==> config.mk <==
export PLATFORM = sky130hd
export DESIGN_NAME = tt_host_port
export DESIGN_NICKNAME = d
export VERILOG_FILES = /design/src/rtl/tt_host_pkg.sv /design/src/rtl/tt_host_regfile.sv /design/src/rtl/tt_host_port.sv
export SDC_FILE = /design/constraint.sdc
export NUM_CORES = 1
export LEC_CHECK = 0
export CELL_PAD_IN_SITES_DETAIL_PLACEMENT = 1
export CELL_PAD_IN_SITES_GLOBAL_PLACEMENT = 1
export CORE_ASPECT_RATIO = 0.7
export CORE_MARGIN = 3
export CORE_UTILIZATION = 46
export DETAILED_ROUTE_END_ITERATION = 10
export GPL_TIMING_DRIVEN = 1
export PLACE_DENSITY_LB_ADDON = 0.15
export SLEW_MARGIN = 5
export SYNTH_ARGS = -nofsm -noshare
export SYNTH_HDL_FRONTEND = slang
export SYNTH_HIERARCHICAL = 1
export SYNTH_SLANG_ARGS = --single-unit
export TNS_END_PERCENT = 50
==> constraint.sdc <==
create_clock -name clk -period 5.25 [get_ports clk]
set_clock_uncertainty 0.2 [all_clocks]
set_input_delay 0.7875 -clock clk [delete_from_list [all_inputs] [get_ports clk]]
set_output_delay 0.7875 -clock clk [all_outputs]
set_load 0.02 [all_outputs]
==> src/rtl/tt_host_pkg.sv <==
// tt_host_pkg: shared types and constants for the host byte port.
//   host_state_t : controller state encoding
//   HI_BYTE0/1   : identification burst bytes ("h", "i")
//   byte_count() : number of bytes in a register word
package tt_host_pkg;

    typedef enum logic [1:0] {
        IDLE = 2'd0,
        LOAD = 2'd1,
        READ = 2'd2,
        HI   = 2'd3
    } host_state_t;

    localparam logic [7:0] HI_BYTE0 = 8'h68;
    localparam logic [7:0] HI_BYTE1 = 8'h69;

    function automatic int byte_count(input int word_w);
        return word_w / 8;
    endfunction

endpackage

==> src/rtl/tt_host_regfile.sv <==
// tt_host_regfile: NUM_REGS x WORD_W register bank for the host port.
// Ports:
//   clk, rst              clock, synchronous active-high reset (clears all words)
//   host_we/addr/data     host commit port (always wins)
//   res_we/addr/data      core result port
//   rd_addr / rd_data     asynchronous read, with same-cycle write bypass
//   res_lost              result write to the same index as a host commit this cycle
module tt_host_regfile
    import tt_host_pkg::*;
#(
    parameter int WORD_W   = 32,
    parameter int NUM_REGS = 4,
    parameter int AW       = $clog2(NUM_REGS)
) (
    input  logic              clk,
    input  logic              rst,
    input  logic              host_we,
    input  logic [AW-1:0]     host_addr,
    input  logic [WORD_W-1:0] host_data,
    input  logic              res_we,
    input  logic [AW-1:0]     res_addr,
    input  logic [WORD_W-1:0] res_data,
    input  logic [AW-1:0]     rd_addr,
    output logic [WORD_W-1:0] rd_data,
    output logic              res_lost
);

    logic [WORD_W-1:0] mem [NUM_REGS];
    logic              res_commit;

    assign res_lost   = res_we && host_we && (res_addr == host_addr);
    assign res_commit = res_we && !res_lost;

    always_ff @(posedge clk) begin
        if (rst) begin
            for (int i = 0; i < NUM_REGS; i++) begin
                mem[i] <= '0;
            end
        end else begin
            if (res_commit) begin
                mem[res_addr] <= res_data;
            end
            if (host_we) begin
                mem[host_addr] <= host_data;
            end
        end
    end

    // Bypass writes landing on this edge so a readout accepted on the same
    // edge as a result write already sees the new word.
    always_comb begin
        rd_data = mem[rd_addr];
        if (res_commit && (res_addr == rd_addr)) begin
            rd_data = res_data;
        end
        if (host_we && (host_addr == rd_addr)) begin
            rd_data = host_data;
        end
    end

endmodule

==> src/rtl/tt_host_port.sv <==
// tt_host_port: host-side byte port for the coprocessor tile.
// Loads words byte-serially (LSB first) into a register bank, streams a
// snapshot of a word back byte-serially, emits an "hi" burst, and accepts
// core result writes with host-priority collision handling.
// Ports:
//   clk, rst                    clock, synchronous active-high reset
//   ena                         tile select; low freezes the controller
//   data_in, addr               host byte and register select
//   load, readout, sayhi        host commands (priority sayhi > readout > load)
//   data_out, out_valid         registered stream byte and its qualifier
//   busy                        command in progress
//   wr_valid/wr_addr/wr_data    committed host word (one-cycle pulse)
//   res_valid/res_addr/res_data core result write
//   res_drop                    one-cycle pulse when a result loses a collision
//
// state | meaning
// IDLE  | waiting for a command
// LOAD  | collecting bytes 1..BYTES-1 of a host word
// READ  | streaming the snapshot, cnt = byte currently on data_out
// HI    | streaming the identification burst
module tt_host_port
    import tt_host_pkg::*;
#(
    parameter  int WORD_W   = 32,
    parameter  int NUM_REGS = 4,
    localparam int AW       = $clog2(NUM_REGS)
) (
    input  logic              clk,
    input  logic              rst,
    input  logic              ena,
    input  logic [7:0]        data_in,
    input  logic [AW-1:0]     addr,
    input  logic              load,
    input  logic              readout,
    input  logic              sayhi,
    output logic [7:0]        data_out,
    output logic              out_valid,
    output logic              busy,
    output logic              wr_valid,
    output logic [AW-1:0]     wr_addr,
    output logic [WORD_W-1:0] wr_data,
    input  logic              res_valid,
    input  logic [AW-1:0]     res_addr,
    input  logic [WORD_W-1:0] res_data,
    output logic              res_drop
);

    localparam int             BYTES = byte_count(WORD_W);
    localparam int             CW    = (BYTES > 1) ? $clog2(BYTES) : 1;
    localparam logic [CW-1:0]  LAST  = CW'(BYTES - 1);

    host_state_t       state_q, state_d;
    logic [CW-1:0]     cnt_q, cnt_d;
    logic [WORD_W-1:0] shreg_q, shreg_d;
    logic [AW-1:0]     load_addr_q, load_addr_d;
    logic [7:0]        data_out_q, data_out_d;
    logic              out_valid_q, out_valid_d;
    logic              busy_q, busy_d;
    logic              wr_valid_q, wr_valid_d;
    logic [AW-1:0]     wr_addr_q, wr_addr_d;
    logic [WORD_W-1:0] wr_data_q, wr_data_d;
    logic              res_drop_q;

    logic              host_we;
    logic [AW-1:0]     host_addr;
    logic [WORD_W-1:0] asm_word;
    logic [WORD_W-1:0] rd_data;
    logic              res_lost;
    int                byte_idx;

    tt_host_regfile #(
        .WORD_W   (WORD_W),
        .NUM_REGS (NUM_REGS),
        .AW       (AW)
    ) u_regfile (
        .clk       (clk),
        .rst       (rst),
        .host_we   (host_we),
        .host_addr (host_addr),
        .host_data (asm_word),
        .res_we    (res_valid),
        .res_addr  (res_addr),
        .res_data  (res_data),
        .rd_addr   (addr),
        .rd_data   (rd_data),
        .res_lost  (res_lost)
    );

    // Word as it would look with data_in placed at the current byte slot;
    // a fresh load starts from zero so stale snapshot bits never leak in.
    always_comb begin
        byte_idx = (state_q == IDLE) ? 0 : int'(cnt_q);
        asm_word = (state_q == IDLE) ? '0 : shreg_q;
        asm_word[byte_idx*8 +: 8] = data_in;
    end

    always_comb begin
        state_d     = state_q;
        cnt_d       = cnt_q;
        shreg_d     = shreg_q;
        load_addr_d = load_addr_q;
        data_out_d  = data_out_q;
        out_valid_d = out_valid_q;
        wr_valid_d  = 1'b0;
        wr_addr_d   = wr_addr_q;
        wr_data_d   = wr_data_q;
        host_we     = 1'b0;
        host_addr   = load_addr_q;

        if (ena) begin
            case (state_q)
                IDLE: begin
                    if (sayhi) begin
                        state_d     = HI;
                        cnt_d       = '0;
                        data_out_d  = HI_BYTE0;
                        out_valid_d = 1'b1;
                    end else if (readout) begin
                        state_d     = READ;
                        cnt_d       = '0;
                        data_out_d  = rd_data[7:0];
                        shreg_d     = rd_data >> 8;
                        out_valid_d = 1'b1;
                    end else if (load) begin
                        load_addr_d = addr;
                        if (BYTES == 1) begin
                            host_we    = 1'b1;
                            host_addr  = addr;
                            wr_valid_d = 1'b1;
                            wr_addr_d  = addr;
                            wr_data_d  = asm_word;
                        end else begin
                            state_d = LOAD;
                            shreg_d = asm_word;
                            cnt_d   = CW'(1);
                        end
                    end
                end
                LOAD: begin
                    if (load) begin
                        if (cnt_q == LAST) begin
                            host_we    = 1'b1;
                            wr_valid_d = 1'b1;
                            wr_addr_d  = load_addr_q;
                            wr_data_d  = asm_word;
                            state_d    = IDLE;
                            cnt_d      = '0;
                        end else begin
                            shreg_d = asm_word;
                            cnt_d   = cnt_q + CW'(1);
                        end
                    end
                end
                READ: begin
                    if (cnt_q == LAST) begin
                        state_d     = IDLE;
                        cnt_d       = '0;
                        data_out_d  = 8'h00;
                        out_valid_d = 1'b0;
                    end else begin
                        data_out_d = shreg_q[7:0];
                        shreg_d    = shreg_q >> 8;
                        cnt_d      = cnt_q + CW'(1);
                    end
                end
                HI: begin
                    if (cnt_q == '0) begin
                        data_out_d = HI_BYTE1;
                        cnt_d      = CW'(1);
                    end else begin
                        state_d     = IDLE;
                        cnt_d       = '0;
                        data_out_d  = 8'h00;
                        out_valid_d = 1'b0;
                    end
                end
                default: begin
                    state_d = IDLE;
                end
            endcase
        end

        busy_d = (state_d != IDLE);
    end

    always_ff @(posedge clk) begin
        if (rst) begin
            state_q     <= IDLE;
            cnt_q       <= '0;
            shreg_q     <= '0;
            load_addr_q <= '0;
            data_out_q  <= 8'h00;
            out_valid_q <= 1'b0;
            busy_q      <= 1'b0;
            wr_valid_q  <= 1'b0;
            wr_addr_q   <= '0;
            wr_data_q   <= '0;
            res_drop_q  <= 1'b0;
        end else begin
            state_q     <= state_d;
            cnt_q       <= cnt_d;
            shreg_q     <= shreg_d;
            load_addr_q <= load_addr_d;
            data_out_q  <= data_out_d;
            out_valid_q <= out_valid_d;
            busy_q      <= busy_d;
            wr_valid_q  <= wr_valid_d;
            wr_addr_q   <= wr_addr_d;
            wr_data_q   <= wr_data_d;
            res_drop_q  <= res_lost;
        end
    end

    assign data_out  = data_out_q;
    assign out_valid = out_valid_q;
    assign busy      = busy_q;
    assign wr_valid  = wr_valid_q;
    assign wr_addr   = wr_addr_q;
    assign wr_data   = wr_data_q;
    assign res_drop  = res_drop_q;

endmodule

-- Word-level counts from Yosys, hierarchy flattened
Memories as Yosys holds them, arrays and structs flattened.
Cells that the tools add are included.
- flip-flop bits (word level): 84
- output and inout bits: 46
- memory bits (writable): 128
- memories kept: 1
- memory list (memory ; depth ; width ; read ports ; clocked after Yosys merged registers in ; wr ports ; line ; RTL):
    u_regfile.mem ; 4 ; 32 ; 1 ; 0 ; 4 ; tt_host_regfile.sv:28 ; logic [WORD_W-1:0] mem [NUM_REGS];
- reduce and logical (&&, ||, !) cells: 19
- bitwise operators: 2
- muxes and demuxes: 55
- add/sub/neg operators: 2
- eq/ne operators: 16
- shift-type cells: 2
- operators by type and width (cell ; count):
    2-to-1 mux 32 bit ; 11
    one-hot mux 32 bit (3 select lines) ; 1
    OR reduction 32 bit ; 2
    negation 5 -> 33 bit ; 1
    variable shift 8 x 33 -> 32 bit (first input constant) ; 1
    indexed part select 8 x 33 -> 32 bit ; 1
    bitwise mux 32 bit ; 1
    2-to-1 mux 2 bit ; 15
    2-to-1 mux 8 bit ; 3
    one-hot mux 8 bit (3 select lines) ; 1
    2-to-1 mux 1 bit ; 19
    one-hot mux 2 bit (4 select lines) ; 2
    != test 2 bit (second input constant) ; 6
    AND reduction 5 bit ; 2
    2-to-1 mux 7 bit ; 1
    AND reduction 7 bit ; 1
    equality test 2 bit ; 3
    equality test 2 bit (second input constant) ; 3
    != test 3 bit (second input constant) ; 2
    AND reduction 3 bit ; 2
    nonzero test 3 bit ; 2
    logical AND 1 bit ; 5
    zero test 2 bit ; 2
    != test 4 bit (second input constant) ; 1
    other kinds (7) ; 8

-- Logic depth before layout (Yosys ltp)
- word-level depth: 15
- gate-level depth with buffers: 17
- depth with buffers taken out: 14

-- Cells and area by module
The synthesis kept the hierarchy.
- by module, submodules not included (module ; cells an instance ; instances ; seq. area each (um^2) ; area an instance (um^2)):
    tt_host_regfile ; 582 ; 1 ; 3843.7 ; 7058.0
    tt_host_port ; 524 ; 1 ; 1681.6 ; 4469.3

-- Worst setup path before layout
No wires, ideal clock.
- kind: input -> register
- from: input ena
- to: memory u_regfile.mem[2][0], enable pin
- data arrival time: 3.925 ns
- cell stages on the path: 7
- setup time: 0.466 ns
- path slack: 0.659 ns
- cells stage by stage: buf_4 > nand4_1 > inv_1 > clkbuf_1 > a31oi_1 > inv_1 > o21ai_0
- RTL lines (item ; line ; RTL):
    start, declared ; tt_host_port.sv:30 ; input logic ena,
    end, declared ; tt_host_regfile.sv:28 ;

-- Worst setup path after layout
- from: register state_q[0]
- to: register shreg_q[1]
- elaborated cells on any way between the ends: 32
- those cells by class: 1 x add/sub; 7 x eq/ne; 2 x shift; 13 x mux; 9 x reduce/logical
- RTL lines (item ; line ; RTL):
    start, declared ; tt_host_port.sv:52 ; host_state_t state_q, state_d;
    start signal, assigned ; tt_host_port.sv:200 ; state_q <= state_d;
    zero test 2 bit (*) ; tt_host_port.sv:92, tt_host_port.sv:93 ;
    2-to-1 mux 2 bit ; tt_host_port.sv:92 ; byte_idx = (state_q == IDLE) ? 0 : int'(cnt_q);
    negation 5 -> 33 bit ; tt_host_port.sv:94 ; asm_word[byte_idx*8 +: 8] = data_in;
    indexed part select 8 x 33 -> 32 bit or variable shift 8 x 33 -> 32 bit (tied branches) ; tt_host_port.sv:94 ;
    bitwise mux 32 bit (*) ; tt_host_port.sv:94 ;
    named net asm_word[9] ; tt_host_port.sv:66 ; logic [WORD_W-1:0] asm_word;
    2-to-1 mux 32 bit (*) ; tt_host_regfile.sv:56 ; if (host_we && (host_addr == rd_addr)) begin
    named net rd_data[9] ; tt_host_port.sv:67 ; logic [WORD_W-1:0] rd_data;
    2-to-1 mux 32 bit (*) ; tt_host_port.sv:118 ; end else if (readout) begin
    2-to-1 mux 32 bit (*) ; tt_host_port.sv:113 ; if (sayhi) begin
    one-hot mux 32 bit (3 select lines) (*) ; tt_host_port.sv:111 ; case (state_q)
    end signal, assigned ; tt_host_port.sv:202 ; shreg_q <= shreg_d;
    end, declared ; tt_host_port.sv:54 ; logic [WORD_W-1:0] shreg_q, shreg_d;
The timed path passes the listed nets; every way through them passes the cells marked *. The select of a mux whose other input is x is not followed.
A chain may end at the register's enable or synchronous reset.

==> impl_metrics.toml <==
[power_and_ir_drop]
ir_drop_v = 0.000190
power_density_nw_per_um2 = 316
p_total_mw = 4.20
power_leakage_nw = 4.78

[worst_setup_path]
end_kind = "flip-flop"
startpoint = "state_q[0]$_SDFF_PP0_"
slowest_delay_ns = 0.77
crit_end = "shreg_q[1]$_SDFFE_PP0P_"
r2r_cells = 11
slowest_stage = "ha_1"
cp-start-kind = "flip-flop"
r2r_end = "shreg_q[1]$_SDFFE_PP0P_"
crit_arrival_ns = 4.53
r2r_start = "state_q[0]$_SDFF_PP0_"
cp.required_ns = 5.47
r2r_slack_ns = 0.94
worstSetupPathType = "reg2reg"
worstPathMaxFanout = 25
path_cells = "inv_1 > ha_1 > inv_1 > nand2_1 > ha_1 > nor2b_1 > a32o_1 > nor2_1 > a31oi_1 > a222oi_1 > a211oi_1"

[die]
die_height_um = 138
dieWidth_um = 195
dieArea_um2 = 27000
core_um2 = 24100
ios = 97
rows = 47
initial_utilization_pct = 47.8

[place]
place_congestion = 0.943
place_inst = 1453
io_buffers = 96
pre_cts_ws_ns = 1.12
hpwl_um = 30200

[yosys]
syn_area_um2 = 11500
avgSynthCellArea_um2 = 10.4
synth_ff_type = "edfxtp_1"
async_reset_ff_share_pct = 0
syn_nets = 1166
yosysUniqueCellTypes = 69
synth_warnings = 6
ys_ff_latch = 212
ys_seq_area_share_pct = 47.9
synth.top_cell.area_share_pct = 33.3
synth_top_cells_by_area = "edfxtp_1, dfxtp_1, a22o_1"
synth_top_cell_by_area = "edfxtp_1"
synth_edf_count = 128
synthesis.instances = 1106

[grt]
grtUsageTotal_pct = 31.9
grt_pass1_vias = 10300
grt_start_max_net_pins = 71
grt_pass1_wl_um = 66900
overflow = 0
antenna_found_initial = 0

[cts]
root_buffer = "clkbuf_16"
hold_buffers = 0
clkTransAtPathRegs_ns = 0.06
cts_buffers = 23
cts_resized = 0
clkLatencyLatePin_ns = 0.51
h-tree-depth = 1
cts_tree = "done"
post_cts_buffers = 0
clock_path_buffers = 3
cts_sinks = 212

[route]
wl_per_cell_um = 29.6
dr.pass1.iters = 6
antenna_left = 0
drc_errors = 0
wl_um = 44200
num_vias = 10300
via_per_inst = 6.92
drtIter0Drc = 1385

[timing]
period_needed_ns = 4.31
fin_crit_sh_pct = 82.1
setup_ws_ns = 0.941
report.final.slew_viol_count = 0
hold_viol_final = 0
setup_viol = 0
max_slew.worst_pin.slew_ns = 1.11
rsz0062_at_grt = "no"
fmax_mhz = 232
slew_headroom_pct = 25.7
holdWs_ns = 0.263
fin_tns_setup_ns = 0

[finish]
area_delta_synth_final_pct = 15.6
final_common_cell = "edfxtp_1"
antenna_cells = 0
fin_cells = 1492
layout_common_cells = "edfxtp_1, nand2_1, a22o_1, clkdlybuf4s50_1, nor2_1"
final_net_count = 1220
drive_gt1_share_pct = 12.2

[outcome]
outcome = "finished clean"

[flow_run]
drv_cap = 0

[hold_path]
hold_path.class = "reg2reg"
==> stage by stage <==
stage / cell area (µm²) / utilization, %
2_1_floorplan: 11500 / -
3_3_place_gp: 12700 / 52.6
3_5_place_dp: 12700 / 52.6
4_1_cts: 13300 / 55.3
5_1_grt: 13300 / 55.3
6_report: 13300 / 55.3
==> registers in the layout, indices dropped and copies added, names as in the netlist <==
register,count
cnt_q,2
res_drop,1
host_addr,2
busy,1
data_out,8
wr_valid,1
shreg_q,32
wr_addr,2
wr_data,32
u_regfile/mem,128
out_valid,1
state_q,2
==> cells in the mapped netlist (10+ instances only) <==
library cell and count:
mux4_2 32, buf_4 12, o21ai_1 34, edfxtp_1 128
o21ai_0 47, buf_2 41, clkbuf_1 41, nand3_1 40
nand2_1 119, a31oi_1 35, a222oi_1 12, a32o_1 14
a221oi_1 10, and2_1 14, a211oi_1 27, a22o_1 96
nor3_1 22, inv_1 27, a21oi_1 32, nor2_1 91
dfxtp_1 84, o211ai_1 11
==> final cells by class <==
cell class,count,area (µm²)
clock buffer,29,599
clock inverter,10,52.6
fill,2626,10800
inverter,28,105
multi-input combinational,759,5380
sequential,212,5530
tap,318,398
timing repair buffer,136,1260
==> logic make-up (layout without fill, tap and decap cells) <==
group / count (synthesis) / count (layout) / synth area share (%)
AO/OA/AOI/OAI: 374 / 374 / 24.3
XOR/XNOR: 7 / 7 / 0.532
adder cells (fa/ha/maj): 9 / 9 / 0.977
buffers and inverters: 135 / 203 / 5.82
flip-flops: 212 / 212 / 47.9
multiplexers: 42 / 42 / 7.29
AND/OR/NAND/NOR: 327 / 327 / 13.2
==> layer usage <==
layer | vias up | GRT usage, % | wire length, µm
li1 | 4374 | - | -
met1 | 5207 | 47.7 | 19600
met2 | 655 | 45.7 | 18300
met3 | 94 | 9.39 | 5140
met4 | 0 | 7.87 | 1180
met5 | - | 0 | 0
==> critical path: cells and delay by family (launching register included) <==
kind,cells,cell delay (ns)
adders and majority gates,2,1.22
DFF,1,0.33
buffers and inverters,2,0.33
AOI/OAI and AO/OA,4,1.30
and+or+nand+nor,3,0.84
==> how the worst min path moves through the flow <==
stage | startpoint | to | slack, ns | cells after the start
floorplan | shreg_q[18]$_SDFFE_PP0P_ | shreg_q[18]$_SDFFE_PP0P_ | 0.24 | 2
global placement | data_out[3]$_SDFFE_PP0P_ | data_out[3]$_SDFFE_PP0P_ | 0.25 | 2
detailed placement | wr_data[11]$_SDFFE_PP0P_ | wr_data[11]$_SDFFE_PP0P_ | 0.26 | 2
CTS | data_out[3]$_SDFFE_PP0P_ | data_out[3]$_SDFFE_PP0P_ | 0.27 | 2
global route | data_out[3]$_SDFFE_PP0P_ | data_out[3]$_SDFFE_PP0P_ | 0.29 | 2
finish | data_out[6]$_SDFFE_PP0P_ | data_out[6]$_SDFFE_PP0P_ | 0.26 | 2
==> report_power, final <==
group | total [mW] | switching [mW] | internal [mW]
Clock | 1.47 | 0.669 | 0.806
Sequential | 1.94 | 0.0631 | 1.88
Combinational | 0.790 | 0.515 | 0.275
Total | 4.20 | 1.25 | 2.96
Note: power is estimated with default switching activity, not from simulation.
